[config.mk]
export PLATFORM = sky130hd
export DESIGN_NAME = req_ack_initiator_flat
export DESIGN_NICKNAME = d
export VERILOG_FILES = /design/src/rtl/req_ack_if.sv /design/src/rtl/req_ack_initiator.sv /design/src/flat_wrapper.sv
export SDC_FILE = /design/constraint.sdc
export NUM_CORES = 1
export LEC_CHECK = 0
export ABC_AREA = 0
export CELL_PAD_IN_SITES_DETAIL_PLACEMENT = 0
export CELL_PAD_IN_SITES_GLOBAL_PLACEMENT = 1
export CORE_ASPECT_RATIO = 0.6
export CORE_MARGIN = 8
export CORE_UTILIZATION = 50
export DETAILED_ROUTE_END_ITERATION = 10
export PLACE_DENSITY = 0.83
export SKIP_CTS_REPAIR_TIMING = 1
export SLEW_MARGIN = 20
export SYNTH_ARGS = -nofsm -noshare
export SYNTH_HDL_FRONTEND = slang
export SYNTH_SLANG_ARGS = --single-unit
[constraint.sdc]
create_clock -name clk -period 7.43 [get_ports clk]
set_input_delay 1.486 -clock clk [delete_from_list [all_inputs] [get_ports clk]]
set_output_delay 1.486 -clock clk [all_outputs]
set_load 0.05 [all_outputs]
[src/rtl/req_ack_if.sv]
// Command-in / request-out handshake bundle for req_ack_initiator.
// The initiator drives through the master modport; the environment uses slave.
interface req_ack_if #(
  parameter int DW    = 8,
  parameter int DEPTH = 4
);
  localparam int CW = $clog2(DEPTH + 1);

  logic          cmd_valid;
  logic [DW-1:0] cmd_data;
  logic          cmd_ready;
  logic          req;
  logic [DW-1:0] req_data;
  logic          ack;
  logic          done;
  logic          timeout;
  logic          spurious_ack;
  logic          busy;
  logic [CW-1:0] pending_cnt;

  modport master (
    input  cmd_valid, cmd_data, ack,
    output cmd_ready, req, req_data, done, timeout, spurious_ack, busy, pending_cnt
  );

  modport slave (
    output cmd_valid, cmd_data, ack,
    input  cmd_ready, req, req_data, done, timeout, spurious_ack, busy, pending_cnt
  );
endinterface

[src/rtl/req_ack_initiator.sv]
// Command FIFO feeding a one-outstanding req/ack initiator with a bounded ack window.
// Define REQ_ACK_RETRY_EN to reissue an unacknowledged request up to two more times.
module req_ack_initiator #(
  parameter int DW      = 8,
  parameter int DEPTH   = 4,
  parameter int MAX_LAT = 5
) (
  input logic       clk,
  input logic       rst_n,
  req_ack_if.master bus
);
  localparam int AW = $clog2(DEPTH);
  localparam int CW = $clog2(DEPTH + 1);
  localparam int LW = $clog2(MAX_LAT + 1);
  localparam logic [CW-1:0] FULL_CNT = CW'(DEPTH);
  localparam logic [LW-1:0] LAT_MAX  = LW'(MAX_LAT);

  typedef enum logic [1:0] {
    ST_IDLE = 2'd0,
    ST_REQ  = 2'd1,
    ST_WAIT = 2'd2
  } state_t;

  state_t        r_state, w_state_nxt;
  logic [DW-1:0] r_mem [DEPTH];
  logic [AW-1:0] r_wr_ptr, r_rd_ptr;
  logic [CW-1:0] r_count, w_count_nxt;
  logic          r_cmd_ready;
  logic [LW-1:0] r_lat;
  logic [DW-1:0] r_req_data;
  logic          r_done, r_timeout, r_spurious;

  logic w_push, w_pop, w_empty, w_finish;
  logic w_done_set, w_timeout_set, w_spurious_set;

`ifdef REQ_ACK_RETRY_EN
  localparam logic [1:0] MAX_RETRY = 2'd2;
  logic [1:0] r_retry;
  logic       w_reissue;
`endif

  assign w_push  = bus.cmd_valid && r_cmd_ready;
  assign w_empty = (r_count == '0);

  // NOTE: every signal assigned in this block gets a default first, so no path can infer a latch.
  always_comb begin
    w_state_nxt    = r_state;
    w_pop          = 1'b0;
    w_finish       = 1'b0;
    w_done_set     = 1'b0;
    w_timeout_set  = 1'b0;
    w_spurious_set = 1'b0;
`ifdef REQ_ACK_RETRY_EN
    w_reissue      = 1'b0;
`endif

    unique case (r_state)
      ST_IDLE: begin
        w_spurious_set = bus.ack;
        if (!w_empty) begin
          w_state_nxt = ST_REQ;
          w_pop       = 1'b1;
        end
      end
      ST_REQ: begin
        // Zero-latency ack is outside the window.
        w_spurious_set = bus.ack;
        w_state_nxt    = ST_WAIT;
      end
      ST_WAIT: begin
        if (bus.ack) begin
          w_done_set = 1'b1;
          w_finish   = 1'b1;
        end else if (r_lat == LAT_MAX) begin
`ifdef REQ_ACK_RETRY_EN
          if (r_retry < MAX_RETRY) begin
            w_reissue   = 1'b1;
            w_state_nxt = ST_REQ;
          end else begin
            w_timeout_set = 1'b1;
            w_finish      = 1'b1;
          end
`else
          w_timeout_set = 1'b1;
          w_finish      = 1'b1;
`endif
        end
      end
      default: w_state_nxt = ST_IDLE;
    endcase

    // Closing a transaction chains straight into the next queued command.
    if (w_finish) begin
      if (!w_empty) begin
        w_state_nxt = ST_REQ;
        w_pop       = 1'b1;
      end else begin
        w_state_nxt = ST_IDLE;
      end
    end
  end

  always_comb begin
    w_count_nxt = r_count;
    unique case ({w_push, w_pop})
      2'b10:   w_count_nxt = r_count + CW'(1);
      2'b01:   w_count_nxt = r_count - CW'(1);
      default: w_count_nxt = r_count;
    endcase
  end

  // NOTE: state uses non-blocking assignments so every register samples pre-edge values.
  always_ff @(posedge clk or negedge rst_n) begin
    if (!rst_n) begin
      r_state     <= ST_IDLE;
      r_wr_ptr    <= '0;
      r_rd_ptr    <= '0;
      r_count     <= '0;
      r_cmd_ready <= 1'b0;
      r_lat       <= '0;
      r_req_data  <= '0;
      r_done      <= 1'b0;
      r_timeout   <= 1'b0;
      r_spurious  <= 1'b0;
    end else begin
      r_state     <= w_state_nxt;
      r_count     <= w_count_nxt;
      r_cmd_ready <= (w_count_nxt != FULL_CNT);
      r_done      <= w_done_set;
      r_timeout   <= w_timeout_set;
      r_spurious  <= w_spurious_set;
      if (w_push) r_wr_ptr <= r_wr_ptr + AW'(1);
      if (w_pop) begin
        r_rd_ptr   <= r_rd_ptr + AW'(1);
        r_req_data <= r_mem[r_rd_ptr];
      end
      if (r_state == ST_REQ)       r_lat <= LW'(1);
      else if (r_state == ST_WAIT) r_lat <= r_lat + LW'(1);
    end
  end

  // NOTE: FIFO storage has no reset; pointers and count alone define which entries are valid.
  always_ff @(posedge clk) begin
    if (w_push) r_mem[r_wr_ptr] <= bus.cmd_data;
  end

`ifdef REQ_ACK_RETRY_EN
  always_ff @(posedge clk or negedge rst_n) begin
    if (!rst_n)         r_retry <= '0;
    else if (w_pop)     r_retry <= '0;
    else if (w_reissue) r_retry <= r_retry + 2'd1;
  end
`endif

  assign bus.cmd_ready    = r_cmd_ready;
  assign bus.req          = (r_state == ST_REQ);
  assign bus.req_data     = r_req_data;
  assign bus.done         = r_done;
  assign bus.timeout      = r_timeout;
  assign bus.spurious_ack = r_spurious;
  assign bus.busy         = (r_state != ST_IDLE);
  assign bus.pending_cnt  = r_count;
endmodule

[src/flat_wrapper.sv]
// flat-port wrapper written by rule: the top's interface ports become plain ports
module req_ack_initiator_flat 
#(
  parameter int DW      = 8,
  parameter int DEPTH   = 4,
  parameter int MAX_LAT = 5
)
  (clk, rst_n, bus_cmd_valid, bus_cmd_data, bus_ack, bus_cmd_ready, bus_req, bus_req_data, bus_done, bus_timeout, bus_spurious_ack, bus_busy, bus_pending_cnt);
  req_ack_if #(.DW(DW), .DEPTH(DEPTH)) bus_i ();
  input logic clk;
  input logic rst_n;
  input wire logic [$bits(bus_i.cmd_valid)-1:0] bus_cmd_valid;
  input wire logic [$bits(bus_i.cmd_data)-1:0] bus_cmd_data;
  input wire logic [$bits(bus_i.ack)-1:0] bus_ack;
  output wire logic [$bits(bus_i.cmd_ready)-1:0] bus_cmd_ready;
  output wire logic [$bits(bus_i.req)-1:0] bus_req;
  output wire logic [$bits(bus_i.req_data)-1:0] bus_req_data;
  output wire logic [$bits(bus_i.done)-1:0] bus_done;
  output wire logic [$bits(bus_i.timeout)-1:0] bus_timeout;
  output wire logic [$bits(bus_i.spurious_ack)-1:0] bus_spurious_ack;
  output wire logic [$bits(bus_i.busy)-1:0] bus_busy;
  output wire logic [$bits(bus_i.pending_cnt)-1:0] bus_pending_cnt;
  assign bus_i.cmd_valid = bus_cmd_valid;
  assign bus_i.cmd_data = bus_cmd_data;
  assign bus_i.ack = bus_ack;
  assign bus_cmd_ready = bus_i.cmd_ready;
  assign bus_req = bus_i.req;
  assign bus_req_data = bus_i.req_data;
  assign bus_done = bus_i.done;
  assign bus_timeout = bus_i.timeout;
  assign bus_spurious_ack = bus_i.spurious_ack;
  assign bus_busy = bus_i.busy;
  assign bus_pending_cnt = bus_i.pending_cnt;
  req_ack_initiator #(.DW(DW), .DEPTH(DEPTH), .MAX_LAT(MAX_LAT)) u_core (.clk(clk), .rst_n(rst_n), .bus(bus_i));
endmodule
== Yosys cells after proc, flatten, opt, wreduce, memory -nomap -nowiden ==
Memories as Yosys holds them, arrays and structs flattened. A register that Yosys moved wholly into a read port is not among the register bits.
Cells that the tools add are included.
Widths: inputs -> output; s select.

* Add/subtract/negate cells: 5
* Eq/ne operators: 8
* Mux-type cells: 21
* Reduce and logical (&&, ||, !) cells: 8

{| class="wikitable"
|+ Operators with widths
! cell !! count
|-
| $mux 1 || 15
|-
| $add 3x1->3 const B || 2
|-
| $mux 3 || 2
|-
| $ne 3x3->1 const B || 2
|-
| $pmux 2 s3 || 1
|-
| $pmux 3 s2 || 1
|-
| $add 2x1->2 const B || 2
|-
| $eq 2x1->1 const B || 2
|-
| $eq 2x2->1 const B || 2
|-
| $mux 2 || 2
|-
| $reduce_bool 2->1 || 2
|-
| $eq 3x3->1 const B || 1
|-
| $logic_not 3->1 || 1
|-
| $sub 3x1->3 const B || 1
|-
| $logic_not 2->1 || 1
|-
| $ne 2x1->1 const B || 1
|-
| $reduce_and 2->1 || 1
|-
| $reduce_or 2->1 || 1
|-
| $logic_and 1x1->1 || 1
|-
| $logic_not 1->1 || 1
|}

* Register bits after elaboration: 16
* Memory bits (writable): 32
* Word-level logic and storage cells: 52
* Memories: 1

{| class="wikitable"
|+ Memory list
! memory !! depth !! bits a word !! rd ports !! clocked after Yosys merged registers in !! wr ports !! line !! RTL
|-
| u_core.r_mem || 4 || 8 || 1 || 1 || 1 || req_ack_initiator.sv:25 || <nowiki>logic [DW-1:0] r_mem [DEPTH];</nowiki>
|}

== Logic depth before layout (Yosys ltp) ==
Gate-level depths: netlist of the first run.

* Depth in word-level cells: 8
* Mapped depth: 11

== Worst setup path after synthesis of the first run ==
OpenSTA, ideal clock, no wires.

* Path kind: in2reg
* From: in bus_ack
* To: reg u_core.r_count[2] (netlist: u_core.bus.pending_cnt[2])
* Arrival time: 3.129 ns
* Data required time: 7.303 ns
* Slack: 4.174 ns
* Cell stages on the path: 9
* Cell sequence: a211oi_2 -> nor3_2 -> buf_6 -> ha_1 -> inv_1 -> fa_1 -> xor2_1 -> o21a_1 -> or2_2

* Word-level cells in the longest chain between the ends: 5

{| class="wikitable"
|+ Ends and longest elaborated chain
! what !! line !! RTL
|-
| start, declared || flat_wrapper.sv:14 || <nowiki>input wire logic [$bits(bus_i.ack)-1:0] bus_ack;</nowiki>
|-
| $mux 1 (*) || req_ack_initiator.sv:71 || <nowiki>if (bus.ack) begin</nowiki>
|-
| $mux 1 (*) || req_ack_initiator.sv:57 || <nowiki>unique case (r_state)</nowiki>
|-
| $mux 1 (*) || req_ack_initiator.sv:93 || <nowiki>if (w_finish) begin</nowiki>
|-
| $eq 2x1->1 / $eq 2x2->1 (equally long branches) || req_ack_initiator.sv:105 || <nowiki>unique case ({w_push, w_pop})</nowiki>
|-
| $pmux 3 s2 (*) || req_ack_initiator.sv:105 ||
|-
| named net u_core.w_count_nxt[2] || req_ack_initiator.sv:27 || <nowiki>logic [CW-1:0] r_count, w_count_nxt;</nowiki>
|-
| end signal, assigned || req_ack_initiator.sv:127 || <nowiki>r_count <= w_count_nxt;</nowiki>
|-
| end, declared || req_ack_initiator.sv:27 ||
|}

The timed path passes the listed nets; every way through them passes the cells marked *.
A chain may end at the register's enable or synchronous reset.

== Worst setup path in the final report of the first run ==
Ends and elaborated chain as after synthesis.

==> impl_metrics.env, run 1 <==
export IMPL_floorplan_core_area_um2=4540
export IMPL_crit_fanout=11
export IMPL_synth_area_leaders="sky130_fd_sc_hd__edfxtp_1 (41%), sky130_fd_sc_hd__dfrtp_1 (26%), sky130_fd_sc_hd__mux4_2 (7.7%)"
export IMPL_total_global_route_track_usage_pct=12.5
export IMPL_power_switching_share_pct=39.6
export IMPL_areaGrowthSynthToFinish_pct=18.8
export IMPL_setup_worst_path_start_class="primary input"
export IMPL_die_area_um2=7230
export IMPL_area_sequential_um2=1560
export IMPL_multi_input_comb_area_um2=727
export IMPL_worst_setup_path_end_kind="flop"
export IMPL_distinct_cell_type_count_of_the_synthesized_netlist=29
export IMPL_syn_instance_count=138
export IMPL_chipHeight_um=69.1
export IMPL_synth_nets=161
export IMPL_max_slew_worst_pin_slew_ps=612
export IMPL_post_route_setup_tns_ps=0
export IMPL_route_detailed_wl_per_inst_um=18.0
export IMPL_cts_htree_levels=2
export IMPL_ys_ff_latch=56
export IMPL_hold_class="reg2reg"
export IMPL_cts_buffers=5
export IMPL_ys_seq_area_share_pct=66.4
export IMPL_worst_setup_path_type="in2reg"
export IMPL_fp_dieW_um=105
export IMPL_ctsRootBufferMaster="sky130_fd_sc_hd__clkbuf_8"
export IMPL_cts_tree="yes"
export IMPL_final_max_slew_violation_count=0
export IMPL_ctsLongestPathBuffers=2
export IMPL_groute_layer_met2_usage_pct=19.4
export IMPL_grt_max_degree=25
export IMPL_antenna_violating_nets_left=0
export IMPL_synth_area_mux_share_pct=14.2
export IMPL_placementRows=19
export IMPL_numClockSinks=56
export IMPL_drt_total_wl_mm=4.23
export IMPL_power_density_nw_per_um2=479
export IMPL_post_synthesis_compound_gate_area_fraction_pct=3.19
export IMPL_setup_ws_ps=3780
export IMPL_final_min_clock_period_ps=3650
export IMPL_clk_latency_ps=300
export IMPL_worstPathArrival_ps=3840
export IMPL_synth_ff_type="sky130_fd_sc_hd__edfxtp_1"
export IMPL_netlist_area_leader_share_pct=40.9
export IMPL_syn_cell_area_um2=2350
export IMPL_pin_count=29
export IMPL_antennaDiodeCount=0
export IMPL_switchingPower_w=0.000529
export IMPL_min_period_over_period_pct=49.1
export IMPL_synthMostInstantiatedCell="sky130_fd_sc_hd__edfxtp_1"
export IMPL_fmax_mhz=274
export IMPL_place_hpwl_mm=3.08
export IMPL_ys_warnings_count=0
export IMPL_clock_power_share_pct=13.6
export IMPL_vias=1204
export IMPL_ys_async_sr_fraction_pct=42.9
export IMPL_grt_pass1_wl_mm=7.11
export IMPL_drtPass1Iterations=4
export IMPL_number_of_setup_violations_in_the_final_report=0
export IMPL_route_detailed_drc=0
export IMPL_globalRoute_totalOverflow=0
export IMPL_synth_edff_count=32
export IMPL_seq_power_share_pct=38.1
export IMPL_worst_clock_skew_ps=4.73
export IMPL_synth_adder_area_share_pct=6.17
export IMPL_fin_nets=194
export IMPL_viasPerCell=5.12
export IMPL_static_leakage_power_nw=1.10
export IMPL_power_w=0.00134
export IMPL_first_global_vias=1415
export IMPL_top_post_synthesis_cells_by_count="sky130_fd_sc_hd__edfxtp_1 (32), sky130_fd_sc_hd__dfrtp_1 (24), sky130_fd_sc_hd__ha_1 (10), sky130_fd_sc_hd__inv_1 (10)"
export IMPL_netlist_top_cell_by_area="sky130_fd_sc_hd__edfxtp_1"
export IMPL_place_gp_congestion=0.771
export IMPL_grt_util_met1_pct=15.8
export IMPL_yosys_area_share_simple_pct=5.48
export IMPL_slew_headroom_pct=59.2
export IMPL_max_cap_viol_count=0
export IMPL_avgSynthCellArea_um2=17.0
export IMPL_combPwrFrac_pct=48.3
export IMPL_fin_worst_hold_slack_ps=516
export IMPL_clk_pin_slew_ps=90
export IMPL_worst_ep_required_time_ps=7620
export IMPL_layout_drive_gt1_share_pct=19.2
export IMPL_total_internal_power_w=0.000808
export IMPL_fillCellCount=333
export IMPL_dp_worst_setup_slack_ps=3470
export IMPL_detail_route_iter0_violations=56
export IMPL_synth_xor_area_share_pct=1.86
export IMPL_synth_top_family_by_area="multiplexers"
export IMPL_globalRoute_busiestLayer="met2"
export IMPL_hold_viol_final=0
export IMPL_outcome="finished, final reports clean"
export IMPL_antenna_found_initial=0
export IMPL_starting_density_of_the_core_pct=51.8
export IMPL_use_met3_pct=4.36
export IMPL_ir_drop_mv=0.269
export IMPL_rsz_0062_raised_after_global_routing="false"
export IMPL_io_buffer_count=28
## cell type report
| cell class | instances | area share (%) |
|---|---|---|
| multi-input combinational | 69 | 26.0 |
| clock buffer | 6 | 3.36 |
| inverter | 10 | 1.34 |
| clock inverter | 2 | 0.448 |
| tap | 63 | 2.82 |
| sequential | 56 | 55.9 |
| timing repair buffer | 29 | 10.1 |
## kinds of logic after synthesis
| kind of cell | after synthesis |
|---|---|
| AO/OA/AOI/OAI | 10 |
| flip-flops | 56 |
| adder cells (fa/ha/maj) | 11 |
| AND/OR/NAND/NOR | 24 |
| XOR/XNOR | 5 |
| multiplexers | 19 |
| buffers and inverters | 13 |
## power by group through the flow
stage	logic, W	clock network [W]	registers (W)
2_1_floorplan	0.000388	0	0.000604
3_3_place_gp	0.000628	0	0.000510
3_5_place_dp	0.000652	0	0.000518
4_1_cts	0.000654	0.000185	0.000513
5_1_grt	0.000697	0.000196	0.000525
6_report	0.000645	0.000182	0.000510
## worst paths after layout
path / start / to / slack, ps / cells past startpoint
setup / recovery: bus_ack / u_core.bus.pending_cnt[2] / 3780 / 10
hold / removal: u_core.bus.req_data[5] / u_core.bus.req_data[5] / 520 / 1
setup reg to reg: u_core.r_state[0] / u_core.bus.pending_cnt[2] / 4710 / 11
hold reg to reg: u_core.bus.req_data[5] / u_core.bus.req_data[5] / 520 / 1
max in group asynchronous: rst_n / u_core.r_wr_ptr[0] / 5910 / 1
min in group asynchronous: rst_n / u_core.bus.timeout / 1150 / 1
## layout by cell type, fill, tap and decap left out, types with 5 or more instances in the layout
cell | synthesis | layout
sky130_fd_sc_hd__edfxtp_1 | 32 | 32
sky130_fd_sc_hd__clkdlybuf4s50_1 | 0 | 27
sky130_fd_sc_hd__dfrtp_1 | 24 | 24
sky130_fd_sc_hd__inv_1 | 10 | 10
sky130_fd_sc_hd__ha_1 | 10 | 10
sky130_fd_sc_hd__mux4_2 | 8 | 8
sky130_fd_sc_hd__mux2_4 | 8 | 8
sky130_fd_sc_hd__nor2_1 | 6 | 6
sky130_fd_sc_hd__nand2_1 | 6 | 6
sky130_fd_sc_hd__clkbuf_8 | 0 | 5
## worst max-delay path, stage by stage
cell and delay (ps):
sky130_fd_sc_hd__clkdlybuf4s50_1 530, sky130_fd_sc_hd__a211oi_2 70, sky130_fd_sc_hd__nor3_2 150, sky130_fd_sc_hd__buf_4 250, sky130_fd_sc_hd__ha_1 240, sky130_fd_sc_hd__inv_1 70
sky130_fd_sc_hd__fa_1 370, sky130_fd_sc_hd__xor2_1 170, sky130_fd_sc_hd__o21a_1 190, sky130_fd_sc_hd__or2_2 300
## layer usage
metal	wire (µm)	part of all wire (%)
met1	2030	48
met2	1950	46
met3	208	4.9
met4	46	1.1
met5	0	0
## through the flow
stage	area, µm²	utilization [%]	cells
floorplan	2350	-	138
global placement	2690	59.3	227
detailed placement	2690	59.3	227
CTS	2800	61.6	235
global route	2790	61.5	235
finish	2790	61.5	235
## sequential cells by signal, summed over array words and instances (netlist names)
signal                   flops
u_core.bus.done              1
u_core.r_rd_ptr              2
u_core.r_state               2
u_core.bus.cmd_ready         1
u_core.bus.req_data          8
u_core.bus.pending_cnt       3
u_core.bus.spurious_ack      1
u_core.r_wr_ptr              2
u_core.bus.timeout           1
u_core.r_lat                 3
u_core.r_mem                32
No activity file was read; power rests on OpenSTA's default activity.
==> run 2: changes to the inputs <==
Settings changed: CORE_UTILIZATION 50 to 42, PLACE_DENSITY 0.83 to 0.74.
Clock period 7.43 ns to 3.2 ns, I/O delays scaled along.
==> run 2 against run 1 <==
  * Routed wire length is 5.0% lower
  * Design area down 0.13%
  * Clock power is 100% higher
  * Clock-buffer cell count is 1 lower
  * Power rose by 130%
  * Largest power group unchanged
  * Setup slack worse by 3200 ps
  * Non-clock buffer count increased by 1
  * Sequential power is 130% higher
  * Cell count grew 3.0%
  * Register-to-register slack worse by 4000 ps
  * Via count down 1.2%
  * Largest cell class unchanged
==> impl_metrics.env, run 2 (synthesized netlist as in run 1, its figures left out) <==
export IMPL_outcome="finished, final reports clean"
export IMPL_fin_nets=195
export IMPL_first_global_vias=1353
export IMPL_ctsLongestPathBuffers=2
export IMPL_fmax_mhz=385
export IMPL_place_hpwl_mm=2.88
export IMPL_placementRows=21
export IMPL_antenna_found_initial=0
export IMPL_slew_headroom_pct=59.1
export IMPL_rsz_0062_raised_after_global_routing="false"
export IMPL_layout_drive_gt1_share_pct=18.5
export IMPL_rr_startpoint="u_core.r_state[0]"
export IMPL_final_max_slew_violation_count=0
export IMPL_fp_dieW_um=113
export IMPL_cts_tree="yes"
export IMPL_areaGrowthSynthToFinish_pct=18.6
export IMPL_power_w=0.00303
export IMPL_drt_total_wl_mm=4.02
export IMPL_globalRoute_totalOverflow=0
export IMPL_number_of_non_filler_instances_in_the_completed_layout=242
export IMPL_critPathLaunch="bus_ack"
export IMPL_worst_setup_path_end_kind="flop"
export IMPL_static_leakage_power_nw=1.10
export IMPL_pin_count=29
export IMPL_numClockSinks=56
export IMPL_worst_clock_skew_ps=12.5
export IMPL_grt_pass1_wl_mm=6.63
export IMPL_total_global_route_track_usage_pct=10.4
export IMPL_worstPathArrival_ps=2790
export IMPL_viasPerCell=4.91
export IMPL_dp_cells=234
export IMPL_number_of_setup_violations_in_the_final_report=0
export IMPL_hold_viol_final=0
export IMPL_drtPass1Iterations=4
export IMPL_crit_fanout=4
export IMPL_floorplan_core_area_um2=5490
export IMPL_route_detailed_drc=0
export IMPL_die_area_um2=8330
export IMPL_worst_path_largest_cell_delay_ps=560
export IMPL_worst_setup_path_type="in2reg"
export IMPL_io_buffer_count=28
export IMPL_cts_buffers=5
export IMPL_cts_htree_levels=2
export IMPL_stdcell_area_um2=2790
export IMPL_clk_pin_slew_ps=100
export IMPL_antennaDiodeCount=0
export IMPL_starting_density_of_the_core_pct=42.8
export IMPL_min_period_over_period_pct=81.2
export IMPL_fillCellCount=445
export IMPL_hold_class="reg2reg"
export IMPL_post_route_setup_tns_ps=0
export IMPL_ir_drop_mv=0.371
export IMPL_largest_register_ffs=32
export IMPL_layout_common_cells="sky130_fd_sc_hd__edfxtp_1 (32), sky130_fd_sc_hd__clkdlybuf4s50_1 (28), sky130_fd_sc_hd__dfrtp_1 (24), sky130_fd_sc_hd__inv_1 (10), sky130_fd_sc_hd__ha_1 (10)"
export IMPL_route_detailed_wl_per_inst_um=16.6
export IMPL_place_gp_congestion=0.738
export IMPL_clk_latency_ps=300
export IMPL_vias=1189
export IMPL_critical_path_slowest_cell="sky130_fd_sc_hd__clkdlybuf4s50_1"
export IMPL_worst_ep_required_time_ps=3390
export IMPL_setup_worst_path_start_class="primary input"
export IMPL_placement_cell_area_um2=2710
export IMPL_holdCritStartpoint="u_core.bus.req_data[0]"
export IMPL_antenna_violating_nets_left=0
export IMPL_mostFrequentLayoutCell="sky130_fd_sc_hd__edfxtp_1"
export IMPL_grt_max_degree=25
export IMPL_timing_critical_path_cells="clkdlybuf4s50_1 > a211oi_2 > nor3_2 > ha_1 > inv_1 > fa_1 > xor2_1 > o21a_1 > or2_2"
export IMPL_most_flops_register="u_core.r_mem"
export IMPL_max_cap_viol_count=0
export IMPL_detail_route_iter0_violations=32
export IMPL_max_slew_worst_pin_slew_ps=614
export IMPL_power_density_nw_per_um2=1090
export IMPL_final_min_clock_period_ps=2600
export IMPL_chipHeight_um=74.0
export IMPL_ctsRootBufferMaster="sky130_fd_sc_hd__clkbuf_8"
run 2: path summary, 6_finish.rpt:
kind / slack [ps] / endpoint / depth (start not counted)
worst min-delay path: 520 / u_core.bus.req_data[0] / 1
worst max-delay path: 600 / u_core.bus.pending_cnt[2] / 9
worst min register to register: 520 / u_core.bus.req_data[0] / 1
worst max register to register: 720 / u_core.bus.pending_cnt[2] / 10
max in group asynchronous: 2240 / u_core.bus.req_data[1] / 2
min in group asynchronous: 700 / u_core.bus.req_data[0] / 2
run 2: layout make-up:
class                      instances  area (µm²)  share of cell area (%)
multi-input combinational         69         727                    26.1
clock buffer                       5        68.8                    2.47
sequential                        56        1560                    56.0
timing repair buffer              30         295                    10.6
inverter                          10        37.5                    1.35
clock inverter                     3        13.8                   0.493
tap                               69        86.3                    3.09
run 2: per-stage QoR:
| stage | worst slack [ps] | hold WS (ps) | util [%] |
|---|---|---|---|
| finish | 602 | 521 | 50.8 |
| global route | 469 | 540 | 50.8 |
| CTS | 589 | 529 | 50.8 |
| detailed placement | 275 | 496 | 49.3 |
| floorplan | 626 | 344 | - |
| global placement | 382 | 497 | 49.3 |
run 2: critical path, delay by kind of cell:
| kind | cells | cell delay (ps) |
|---|---|---|
| buf+inv | 2 | 620 |
| fa+ha+maj | 2 | 600 |
| compound gates | 2 | 250 |
| simple gates | 2 | 510 |
| xor+xnor | 1 | 170 |
run 2: layer usage:
| metal | vias to the layer above | routed length (µm) | global-route usage [%] |
|---|---|---|---|
| met3 | 2 | 282 | 4.13 |
| li1 | 569 | - | - |
| met4 | 0 | 19 | 3.12 |
| met5 | - | 0 | 0 |
| met1 | 592 | 1940 | 13.0 |
| met2 | 26 | 1770 | 16.6 |
run 2: power breakdown:
group          leakage (nW)  internal, W  switching [W]  total (W)
combinational         0.475     0.000674       0.000809    0.00148
sequential            0.579      0.00100       0.000178    0.00118
clock                0.0453     0.000149       0.000218   0.000367
total                  1.10      0.00182        0.00120    0.00303
==> run 3: changes to the inputs <==
Settings changed: CORE_UTILIZATION 42 to 46, PLACE_DENSITY 0.74 to 0.77.
Clock period 3.2 ns to 2.6 ns, I/O delays scaled along.
==> run 3 against run 2 <==
  * Worst hold slack lost 3.8 ps
  * Sequential share of layout area down 0.27 points
  * Critical path depth fell by 6
==> impl_metrics.env, run 3 (synthesized netlist as in run 1, its figures left out) <==
export IMPL_placement_cell_area_um2=2720
export IMPL_worst_path_largest_cell_delay_ps=850
export IMPL_fmax_mhz=411
export IMPL_cp_top_family="buffers and inverters"
export IMPL_ctsLongestPathBuffers=2
export IMPL_starting_density_of_the_core_pct=47.0
export IMPL_worst_setup_path_end_kind="output pin"
export IMPL_crit_buf_inv=2
export IMPL_pin_count=29
export IMPL_fin_worst_hold_slack_ps=518
export IMPL_floorplan_core_area_um2=5000
export IMPL_clk_latency_ps=310
export IMPL_dp_cells=233
export IMPL_top_layer_used="met4"
export IMPL_timing_critical_path_cells="inv_1 > ha_1 > clkdlybuf4s50_1"
export IMPL_place_hpwl_mm=2.90
export IMPL_ctsRootBufferMaster="sky130_fd_sc_hd__clkbuf_8"
export IMPL_areaGrowthSynthToFinish_pct=19.2
export IMPL_crit_fanout=6
export IMPL_hold_viol_final=0
export IMPL_mostFrequentLayoutCell="sky130_fd_sc_hd__edfxtp_1"
export IMPL_fin_nets=197
export IMPL_clk_pin_slew_ps=90
export IMPL_dr_wl_met2_mm=1.81
export IMPL_numClockSinks=56
export IMPL_post_route_util_pct=56.0
export IMPL_hold_class="reg2reg"
export IMPL_chipHeight_um=71.4
export IMPL_area_sequential_um2=1560
export IMPL_slew_headroom_pct=61.4
export IMPL_drtPass1Iterations=4
export IMPL_worst_clock_skew_ps=19.0
export IMPL_grt_max_degree=25
export IMPL_stdcell_area_um2=2800
export IMPL_route_detailed_drc=0
export IMPL_first_global_vias=1304
export IMPL_fp_dieW_um=108
export IMPL_layout_common_cells="sky130_fd_sc_hd__edfxtp_1 (32), sky130_fd_sc_hd__clkdlybuf4s50_1 (28), sky130_fd_sc_hd__dfrtp_1 (24), sky130_fd_sc_hd__inv_1 (10), sky130_fd_sc_hd__ha_1 (10)"
export IMPL_cts_buffers=5
export IMPL_largest_register_ffs=32
export IMPL_max_cap_viol_count=0
export IMPL_antennaDiodeCount=0
export IMPL_power_density_nw_per_um2=1340
export IMPL_setup_worst_path_start_class="flop"
export IMPL_min_period_over_period_pct=93.7
export IMPL_rsz_0062_raised_after_global_routing="false"
export IMPL_io_buffer_count=28
export IMPL_total_global_route_track_usage_pct=11.1
export IMPL_final_max_slew_violation_count=0
export IMPL_fillCellCount=389
export IMPL_die_area_um2=7730
export IMPL_m1WireLength_mm=1.86
export IMPL_antenna_violating_nets_left=0
export IMPL_number_of_non_filler_instances_in_the_completed_layout=241
export IMPL_worst_ep_required_time_ps=2080
export IMPL_post_route_setup_tns_ps=0
export IMPL_placementRows=20
export IMPL_most_flops_register="u_core.r_mem"
export IMPL_detail_route_iter0_violations=30
export IMPL_worstPathArrival_ps=1920
export IMPL_vias=1201
export IMPL_multi_input_comb_area_um2=727
export IMPL_cts_htree_levels=2
export IMPL_outcome="finished, final reports clean"
export IMPL_antenna_found_initial=0
export IMPL_drt_total_wl_mm=3.95
export IMPL_max_slew_worst_pin_slew_ps=579
export IMPL_globalRoute_totalOverflow=0
export IMPL_ir_drop_mv=0.498
export IMPL_met3WireLength_um=242
export IMPL_grt_pass1_wl_mm=6.54
export IMPL_worst_setup_path_type="reg2out"
export IMPL_critical_path_slowest_cell="sky130_fd_sc_hd__clkdlybuf4s50_1"
export IMPL_place_gp_congestion=0.806
export IMPL_layout_drive_gt1_share_pct=18.9
export IMPL_cts_tree="yes"
export IMPL_route_detailed_wl_per_inst_um=16.4
export IMPL_viasPerCell=4.98
export IMPL_static_leakage_power_nw=1.11
export IMPL_number_of_setup_violations_in_the_final_report=0
export IMPL_final_min_clock_period_ps=2440
[run 3: cell count changes in the layout (fill, tap and decap cells not counted), sizes merged]
cell and change:
inv +1, clkinv -3, buf +2, clkbuf +2
[run 3: layout make-up]
type                    count  share of cell area, %
clock inverters             1                  0.312
flip-flops and latches     56                   55.7
well taps                  66                   2.95
multi-input cells          69                   25.9
inverters                  10                   1.34
repair buffers             32                   11.1
clock buffers               7                   2.72
[run 3: stage by stage]
stage / total power [W] / worst slack (ps)
after floorplan: 0.00283 / 25.8
after global placement: 0.00327 / -68.7
after detailed placement: 0.00333 / -117
after CTS: 0.00379 / 155
after global routing: 0.00398 / 31.4
final: 0.00375 / 164
[run 3: where the power goes]
part           internal [W]  leakage (nW)  switching [W]  total (W)
Sequential          0.00123         0.579       0.000218    0.00145
Combinational      0.000847         0.485       0.000997    0.00184
Clock              0.000195        0.0428       0.000260   0.000455
[run 3: routing by layer]
layer	GRT usage, %	vias up
met1	13.6	597
met5	0	-
met2	17.7	24
li1	-	576
met4	3.62	0
met3	4.21	4
[run 3: worst reg2reg max path, delay by kind of cell, from the launching register on]
kind / cells / cell delay (ps)
AO/OA/AOI/OAI: 2 / 270
flip-flops: 1 / 390
buffers and inverters: 2 / 160
adder cells (fa/ha/maj): 3 / 840
AND/OR/NAND/NOR: 2 / 480
XOR/XNOR: 1 / 170
[run 3: path summary, 6_finish.rpt]
kind / start / to / slack (ps) / depth (start not counted)
min in group asynchronous: rst_n / u_core.bus.req_data[5] / 570 / 2
max in group asynchronous: rst_n / u_core.r_wr_ptr[1] / 1760 / 2
min reg2reg: u_core.bus.req_data[0] / u_core.bus.req_data[0] / 520 / 1
max: u_core.r_state[1] / bus_req / 160 / 3
max reg2reg: u_core.r_state[0] / u_core.bus.pending_cnt[2] / 180 / 10
min: u_core.bus.req_data[0] / u_core.bus.req_data[0] / 520 / 1
